### src/rtl/multimode_counter.sv
// Parametrised sequence counter: one internal index presented as binary, Gray,
// Johnson or one-hot ring, with direction, enable, synchronous load and wrap pulse.
module multimode_counter #(
  parameter int unsigned WIDTH = 4
) (
  input  logic             clk,
  input  logic             rst_n,
  input  logic             en,
  input  logic             dir,
  input  logic [1:0]       mode,
  input  logic             load,
  input  logic [WIDTH-1:0] load_idx,
  output logic [WIDTH-1:0] count,
  output logic             wrap
);

  typedef enum logic [1:0] {
    MODE_BIN  = 2'b00,
    MODE_GRAY = 2'b01,
    MODE_JOHN = 2'b10,
    MODE_RING = 2'b11
  } mode_e;

  localparam int unsigned JOHN_LAST = 2 * WIDTH - 1;
  localparam int unsigned RING_LAST = WIDTH - 1;

  // Last legal index (period - 1) of the sequence for a given mode.
  function automatic logic [WIDTH-1:0] last_idx(input mode_e m);
    logic [WIDTH-1:0] v;
    v = '1;
    case (m)
      MODE_BIN:  v = '1;
      MODE_GRAY: v = '1;
      MODE_JOHN: v = WIDTH'(JOHN_LAST);
      MODE_RING: v = WIDTH'(RING_LAST);
      default:   v = '1;
    endcase
    return v;
  endfunction

  // Presentation of index k in mode m.
  function automatic logic [WIDTH-1:0] encode(input mode_e m, input logic [WIDTH-1:0] k);
    logic [WIDTH-1:0] v;
    v = '0;
    case (m)
      MODE_BIN:  v = k;
      MODE_GRAY: v = k ^ (k >> 1);
      MODE_JOHN: begin
        // Filling phase sets the low k bits; draining phase keeps bits above k-WIDTH.
        for (int unsigned i = 0; i < WIDTH; i++) begin
          if (k <= WIDTH'(WIDTH)) v[i] = (WIDTH'(i) < k);
          else                    v[i] = (WIDTH'(i) >= (k - WIDTH'(WIDTH)));
        end
      end
      MODE_RING: v = WIDTH'(1) << k;
      default:   v = '0;
    endcase
    return v;
  endfunction

  mode_e            mode_in;
  mode_e            mode_q;
  mode_e            mode_d;
  logic [WIDTH-1:0] idx_q;
  logic [WIDTH-1:0] idx_d;
  logic [WIDTH-1:0] last_q;
  logic [WIDTH-1:0] last_in;
  logic [WIDTH-1:0] count_q;
  logic [WIDTH-1:0] count_d;
  logic             wrap_q;
  logic             wrap_d;

  assign mode_in = mode_e'(mode);
  assign last_q  = last_idx(mode_q);
  assign last_in = last_idx(mode_in);

  // State register; count is registered as the decode of the next index/mode.
  always_ff @(posedge clk or negedge rst_n) begin
    if (!rst_n) begin
      idx_q   <= '0;
      mode_q  <= MODE_BIN;
      count_q <= '0;
      wrap_q  <= 1'b0;
    end else begin
      idx_q   <= idx_d;
      mode_q  <= mode_d;
      count_q <= count_d;
      wrap_q  <= wrap_d;
    end
  end

  // Next index by priority: load, mode change, step up, step down, hold.
  always_comb begin
    idx_d   = idx_q;
    mode_d  = mode_in;
    wrap_d  = 1'b0;
    if (load) begin
      idx_d = (load_idx <= last_in) ? load_idx : '0;
    end else if (mode_in != mode_q) begin
      idx_d = '0;
    end else if (en) begin
      if (dir) begin
        wrap_d = (idx_q == last_q);
        idx_d  = (idx_q == last_q) ? '0 : idx_q + WIDTH'(1);
      end else begin
        wrap_d = (idx_q == '0);
        idx_d  = (idx_q == '0) ? last_q : idx_q - WIDTH'(1);
      end
    end
    count_d = encode(mode_d, idx_d);
  end

  assign count = count_q;
  assign wrap  = wrap_q;

endmodule

### config.mk
export PLATFORM = sky130hd
export DESIGN_NAME = multimode_counter
export DESIGN_NICKNAME = d
export VERILOG_FILES = /design/src/rtl/multimode_counter.sv
export SDC_FILE = /design/constraint.sdc
export NUM_CORES = 1
export LEC_CHECK = 0
export CORE_MARGIN = 2
export CORE_UTILIZATION = 57
export CTS_CLUSTER_SIZE = 16
export DETAILED_ROUTE_END_ITERATION = 10
export GPL_ROUTABILITY_DRIVEN = 0
export PLACE_DENSITY = 0.92
export SLEW_MARGIN = 20
export SYNTH_ARGS = -nofsm -noshare
export SYNTH_HDL_FRONTEND = slang
export SYNTH_SLANG_ARGS = --single-unit
### constraint.sdc
create_clock -name clk -period 4.6 [get_ports clk]
set_input_delay 0.92 -clock clk [delete_from_list [all_inputs] [get_ports clk]]
set_output_delay 0.92 -clock clk [all_outputs]
set_load 0.005 [all_outputs]
# Yosys cells after proc, flatten, opt, wreduce, memory -nomap -nowiden

Cells that the tools add are included.

Logic and storage cells: 50
Input port bits: 11
Register bits after elaboration: 11
Output and inout port bits: 5

Add/subtract/negate cells: 3
Muxes and demuxes: 18
Reductions and logical operators: 5
Shift-type cells: 1
Eq/ne operators: 8
Bitwise operators: 1
Order comparisons: 10

Operators with widths:

| operator            | count |
|---|---|
| $mux 4              | 7 |
| $pmux 4 s3          | 2 |
| $pmux 4 s4          | 1 |
| $eq 2x2->1 const B  | 4 |
| $ge 1x4->1 const A  | 2 |
| $ge 2x4->1 const A  | 2 |
| $lt 1x4->1 const A  | 2 |
| $lt 2x4->1 const A  | 2 |
| $mux 1              | 8 |
| $add 4x1->4 const B | 1 |
| $eq 2x1->1 const B  | 2 |
| $eq 4x4->1          | 1 |
| $le 4x3->1 const B  | 1 |
| $le 4x4->1          | 1 |
| $logic_not 2->1     | 2 |
| $logic_not 4->1     | 1 |
| $reduce_or 2->1     | 2 |
| $shl 1x4->4 const A | 1 |
| $sub 4x1->4 const B | 1 |
| $sub 4x3->4 const B | 1 |
| $xor 4x3->4         | 1 |
| $ne 2x2->1          | 1 |

# Longest topological paths before layout

Depth in word-level cells: 13
Gate-level depth with buffers: 15
Gate-level depth less buffers: 13

# Worst setup path before layout

OpenSTA, ideal clock, no wires.

Path type: input-to-reg
Start: in mode[1]
End: reg count_q[0], in the netlist count[0]
Buffers on the path: 1
Setup slack: 1.026 ns
Stages on the path: 13
Arrival time: 3.448 ns
Required time: 4.474 ns
Setup time: 0.126 ns
Cells stage by stage: clkbuf_1 -> and2_1 -> ha_1 -> and4_1 -> o21a_1 -> and2_1 -> nor2_1 -> inv_1 -> ha_1 -> a211oi_1 -> a31oi_1 -> nor3b_1 -> a221o_1

Cells in the longest elaborated chain, start to end: 10
Elaborated cells between the ends (all ways): 19
Classes of those cells: add/sub (1); order compare (4); eq/ne (4); shift (1); mux (6); bitwise (1); reduce/logical (2)

RTL lines:

| element                                              | RTL line | RTL |
|---|---|---|
| from (decl)                                          | 10       | `input logic [1:0] mode,` |
| $eq 2x1->1 / $logic_not 2->1 (equally long branches) | 31       | `case (m)` |
| $reduce_or 2->1 (no line)                            | n/a      |  |
| $pmux 4 s3                                           | 31       |  |
| $le 4x4->1                                           | 98       | `idx_d = (load_idx <= last_in) ? load_idx : '0;` |
| $mux 4                                               | 98       |  |
| $mux 4 *                                             | 97       | `if (load) begin` |
| named net idx_d[2]                                   | 65       | `logic [WIDTH-1:0] idx_d;` |
| $sub 4x3->4                                          | 52       | `else v[i] = (WIDTH'(i) >= (k - WIDTH'(WIDTH)));` |
| $ge 1x4->1                                           | 52       |  |
| $mux 1                                               | 51       | `if (k <= WIDTH'(WIDTH)) v[i] = (WIDTH'(i) < k);` |
| $pmux 4 s4 *                                         | 45       | `case (m)` |
| named net count_d[0]                                 | 69       | `logic [WIDTH-1:0] count_d;` |
| to (signal assigned)                                 | 87       | `count_q <= count_d;` |
| to (decl)                                            | 68       | `logic [WIDTH-1:0] count_q;` |

Mark *: on every way through the listed nets, which the timed path passes. The rest lies on a longest branch. The select of a mux whose other input is x is not followed.

# Worst setup path after layout

Same ends and word-level chain as after synthesis.

==> flow_metrics.tcl <==
set metrics [dict create \
    portBuffers 15 \
    syn_inst 124 \
    grt_pass1_wl_um 4460 \
    grt_pass1_vias 1016 \
    ys_seq_area_share_pct 26.1 \
    avgSynthCellArea_um2 8.51 \
    critical_path.max_fanout 6 \
    synth_seq_cells 11 \
    crit_family "simple AND/OR/NAND/NOR gates" \
    grtUsageTotal_pct 28.1 \
    boundaryPins 16 \
    async_flop_share_pct 100 \
    synthDominantCellAreaShare_pct 26.1 \
    period_minus_slack_ns 4.17 \
    clock_latency_ns 0.26 \
    max_freq_mhz 240 \
    die_y_um 47.0 \
    cp_cell_sequence "clkdlybuf4s50_1 -> and2_1 -> ha_1 -> and4_1 -> o21a_1 -> and2_1 -> nor2_1 -> inv_1 -> ha_1 -> a211oi_1 -> a31oi_1 -> nor3b_1 -> a221o_1" \
    start_util_pct 61.1 \
    antenna_found_initial 0 \
    cap_violations 0 \
    tritoncts "built" \
    syn-cell-area_um2 1050 \
    synth_top_cell_by_area "dfrtp_1" \
    crit_required_ns 4.75 \
    synth_top_flop_cell "dfrtp_1" \
    setup_ws_ns 0.431 \
    drc_errors 0 \
    p_per_area_nw_per_um2 237 \
    holdCritStartpoint "idx_q[3]$_DFF_PN0_" \
    worstSetupEndpointType "register" \
    setup_viol_count_final 0 \
    coreArea_um2 1730 \
    clk_path_buf_depth 2 \
    register_area_um2 275 \
    yosysWarnings 0 \
    cts_buffers 3 \
    rsz0062_at_grt "false" \
    hold_class "reg2reg" \
    die_w_um 47.0 \
    wire_per_inst_um 16.7 \
    nFillCells 134 \
    yosys.cell_count.top_type "dfrtp_1" \
    slew_viol_final 0 \
    rows 15 \
    diodes 0 \
    ir_drop_uv 104 \
    synth_edf_count 0 \
    status "complete, no violations" \
    reg2reg_from "idx_q[0]$_DFF_PN0_" \
    root_buffer "clkbuf_4" \
    wirelength_um 2720 \
    ys_top_cells_by_area "dfrtp_1 26%, ha_1 12%, inv_1 3.6%" \
    syn2layout_area_growth_pct 17.4 \
    vias_per_cell 6.82 \
    ant_nets 0 \
    die_area_um2 2210 \
    multi_input_area_um2 692 \
    dp_worst_setup_slack_ns 0.272 \
    worstSetupPathType "in2reg" \
    cp.buffers_inverters 2 \
    cts_htree_levels 1 \
    slew_headroom_pct 65.6 \
    path_clk_slew_ns 0.07 \
    first_pass_iters 7 \
    slowest_stage "clkdlybuf4s50_1" \
    grt_max_degree 12 \
    critPathLaunch "mode[1]" \
    overflow 0 \
    fin_skew_ns 0.00172 \
    cp-start-kind "primary input" \
    ys_top_cells_by_count "11 x dfrtp_1, 10 x ha_1, 10 x inv_1" \
    post_cts_buffers 0 \
    arrival_ns 4.31 \
    timing.final.crit_share_pct 90.6 \
    final_nets 160 \
    cts_sinks 11 \
    dp_hpwl_um 2140 \
    ctsResizeCount 0 \
    fin_tns_setup_ns 0 \
    synth_cell_type_count 50 \
    leakagePower_nw 0.505 \
    max_stage_delay_ns 0.62 \
    synth_nets 145 \
    max_slew.worst_pin.slew_ns 0.514 \
    hold_viol 0 \
    layout-drive-gt1-share_pct 7.25 \
    dr_total_vias 1111 \
    hold_buffers 0 \
    dr.first_iter.drc_count 80 \
]
[kinds of logic after synthesis]
| logic type | share of synthesized area (%) |
|---|---|
| buffers and inverters | 8.30 |
| muxes | 2.02 |
| adders and majority gates | 11.9 |
| xor gates and xnor gates | 3.32 |
| and+or+nand+nor | 22.2 |
| AOI/OAI and AO/OA | 26.2 |
| DFF | 26.1 |
[final timing paths]
path | to | slack, ns | depth (start not counted)
worst max-delay path | count[0]$_DFF_PN0_ | 0.43 | 13
min in group asynchronous | idx_q[1]$_DFF_PN0_ | 0.98 | 1
worst min register to register | wrap$_DFF_PN0_ | 0.78 | 3
max in group asynchronous | mode_q[1]$_DFF_PN0_ | 3.30 | 1
worst min-delay path | wrap$_DFF_PN0_ | 0.78 | 3
worst max register to register | count[0]$_DFF_PN0_ | 1.34 | 11
[metal layers]
metal | vias to the layer above | wire length [µm] | track usage [%]
met5 | - | 0 | 0
met4 | 0 | 88 | 11.7
met2 | 93 | 1290 | 45.8
met3 | 14 | 265 | 2.69
met1 | 507 | 1080 | 38.2
li1 | 497 | - | -
[layout make-up]
cell class                      count  share of cell area [%]
Sequential cell                    11                    22.2
Timing Repair Buffer               18                    13.9
Tap cell                           25                    2.53
Multi-Input combinational cell     94                    55.9
Inverter                           11                    3.33
Clock buffer                        4                    2.12
[metrics by stage]
| step | hold slack, ns | util, % | power (W) | area (µm²) | std cells |
|---|---|---|---|---|---|
| final | 0.779 | 71.7 | 0.000293 | 1240 | 163 |
| after global routing | 0.807 | 71.7 | 0.000311 | 1240 | 163 |
| after CTS | 0.759 | 71.7 | 0.000292 | 1240 | 163 |
| after detailed placement | 0.753 | 70.2 | 0.000228 | 1210 | 159 |
| after global placement | 0.732 | 70.2 | 0.000223 | 1210 | 159 |
| after floorplan | 0.624 | - | 0.000187 | 1050 | 124 |
[sequential cells by signal (all words and copies together), names as in the netlist]
name	cells
idx_q	4
count	4
mode_q	2
wrap	1
[tightest hold or removal path, stage by stage, from the launching register on]
cell,delay (ns)
dfrtp_1,0.48
nor4b_1,0.11
nor2_1,0.09
nor3_1,0.05
[layout by cell type (no fill, tap or decap), drive strengths merged, types with 2 or more instances in the layout]
cell type and instances:
a211oi 2, a21o 2, a21oi 3, a221o 2
a31oi 3, a32oi 2, and2 5, buf 3
clkbuf 4, clkdlybuf4s50 15, dfrtp 11, ha 10
inv 11, nand2 7, nand2b 2, nand3 3
nand4 3, nor2 8, nor2b 3, nor3 3
nor4b 2, o2111ai 2, o211ai 2, o21ai 3
o31a 2, or3 2, xnor2 2, xor2 2
[power by group]
group          switching, W  internal, W  total (W)
clock network     0.0000304    0.0000335  0.0000639
logic             0.0000602    0.0000537   0.000114
registers        0.00000960     0.000106   0.000116
total              0.000100     0.000193   0.000293
Power figures use the tool's default switching activity.
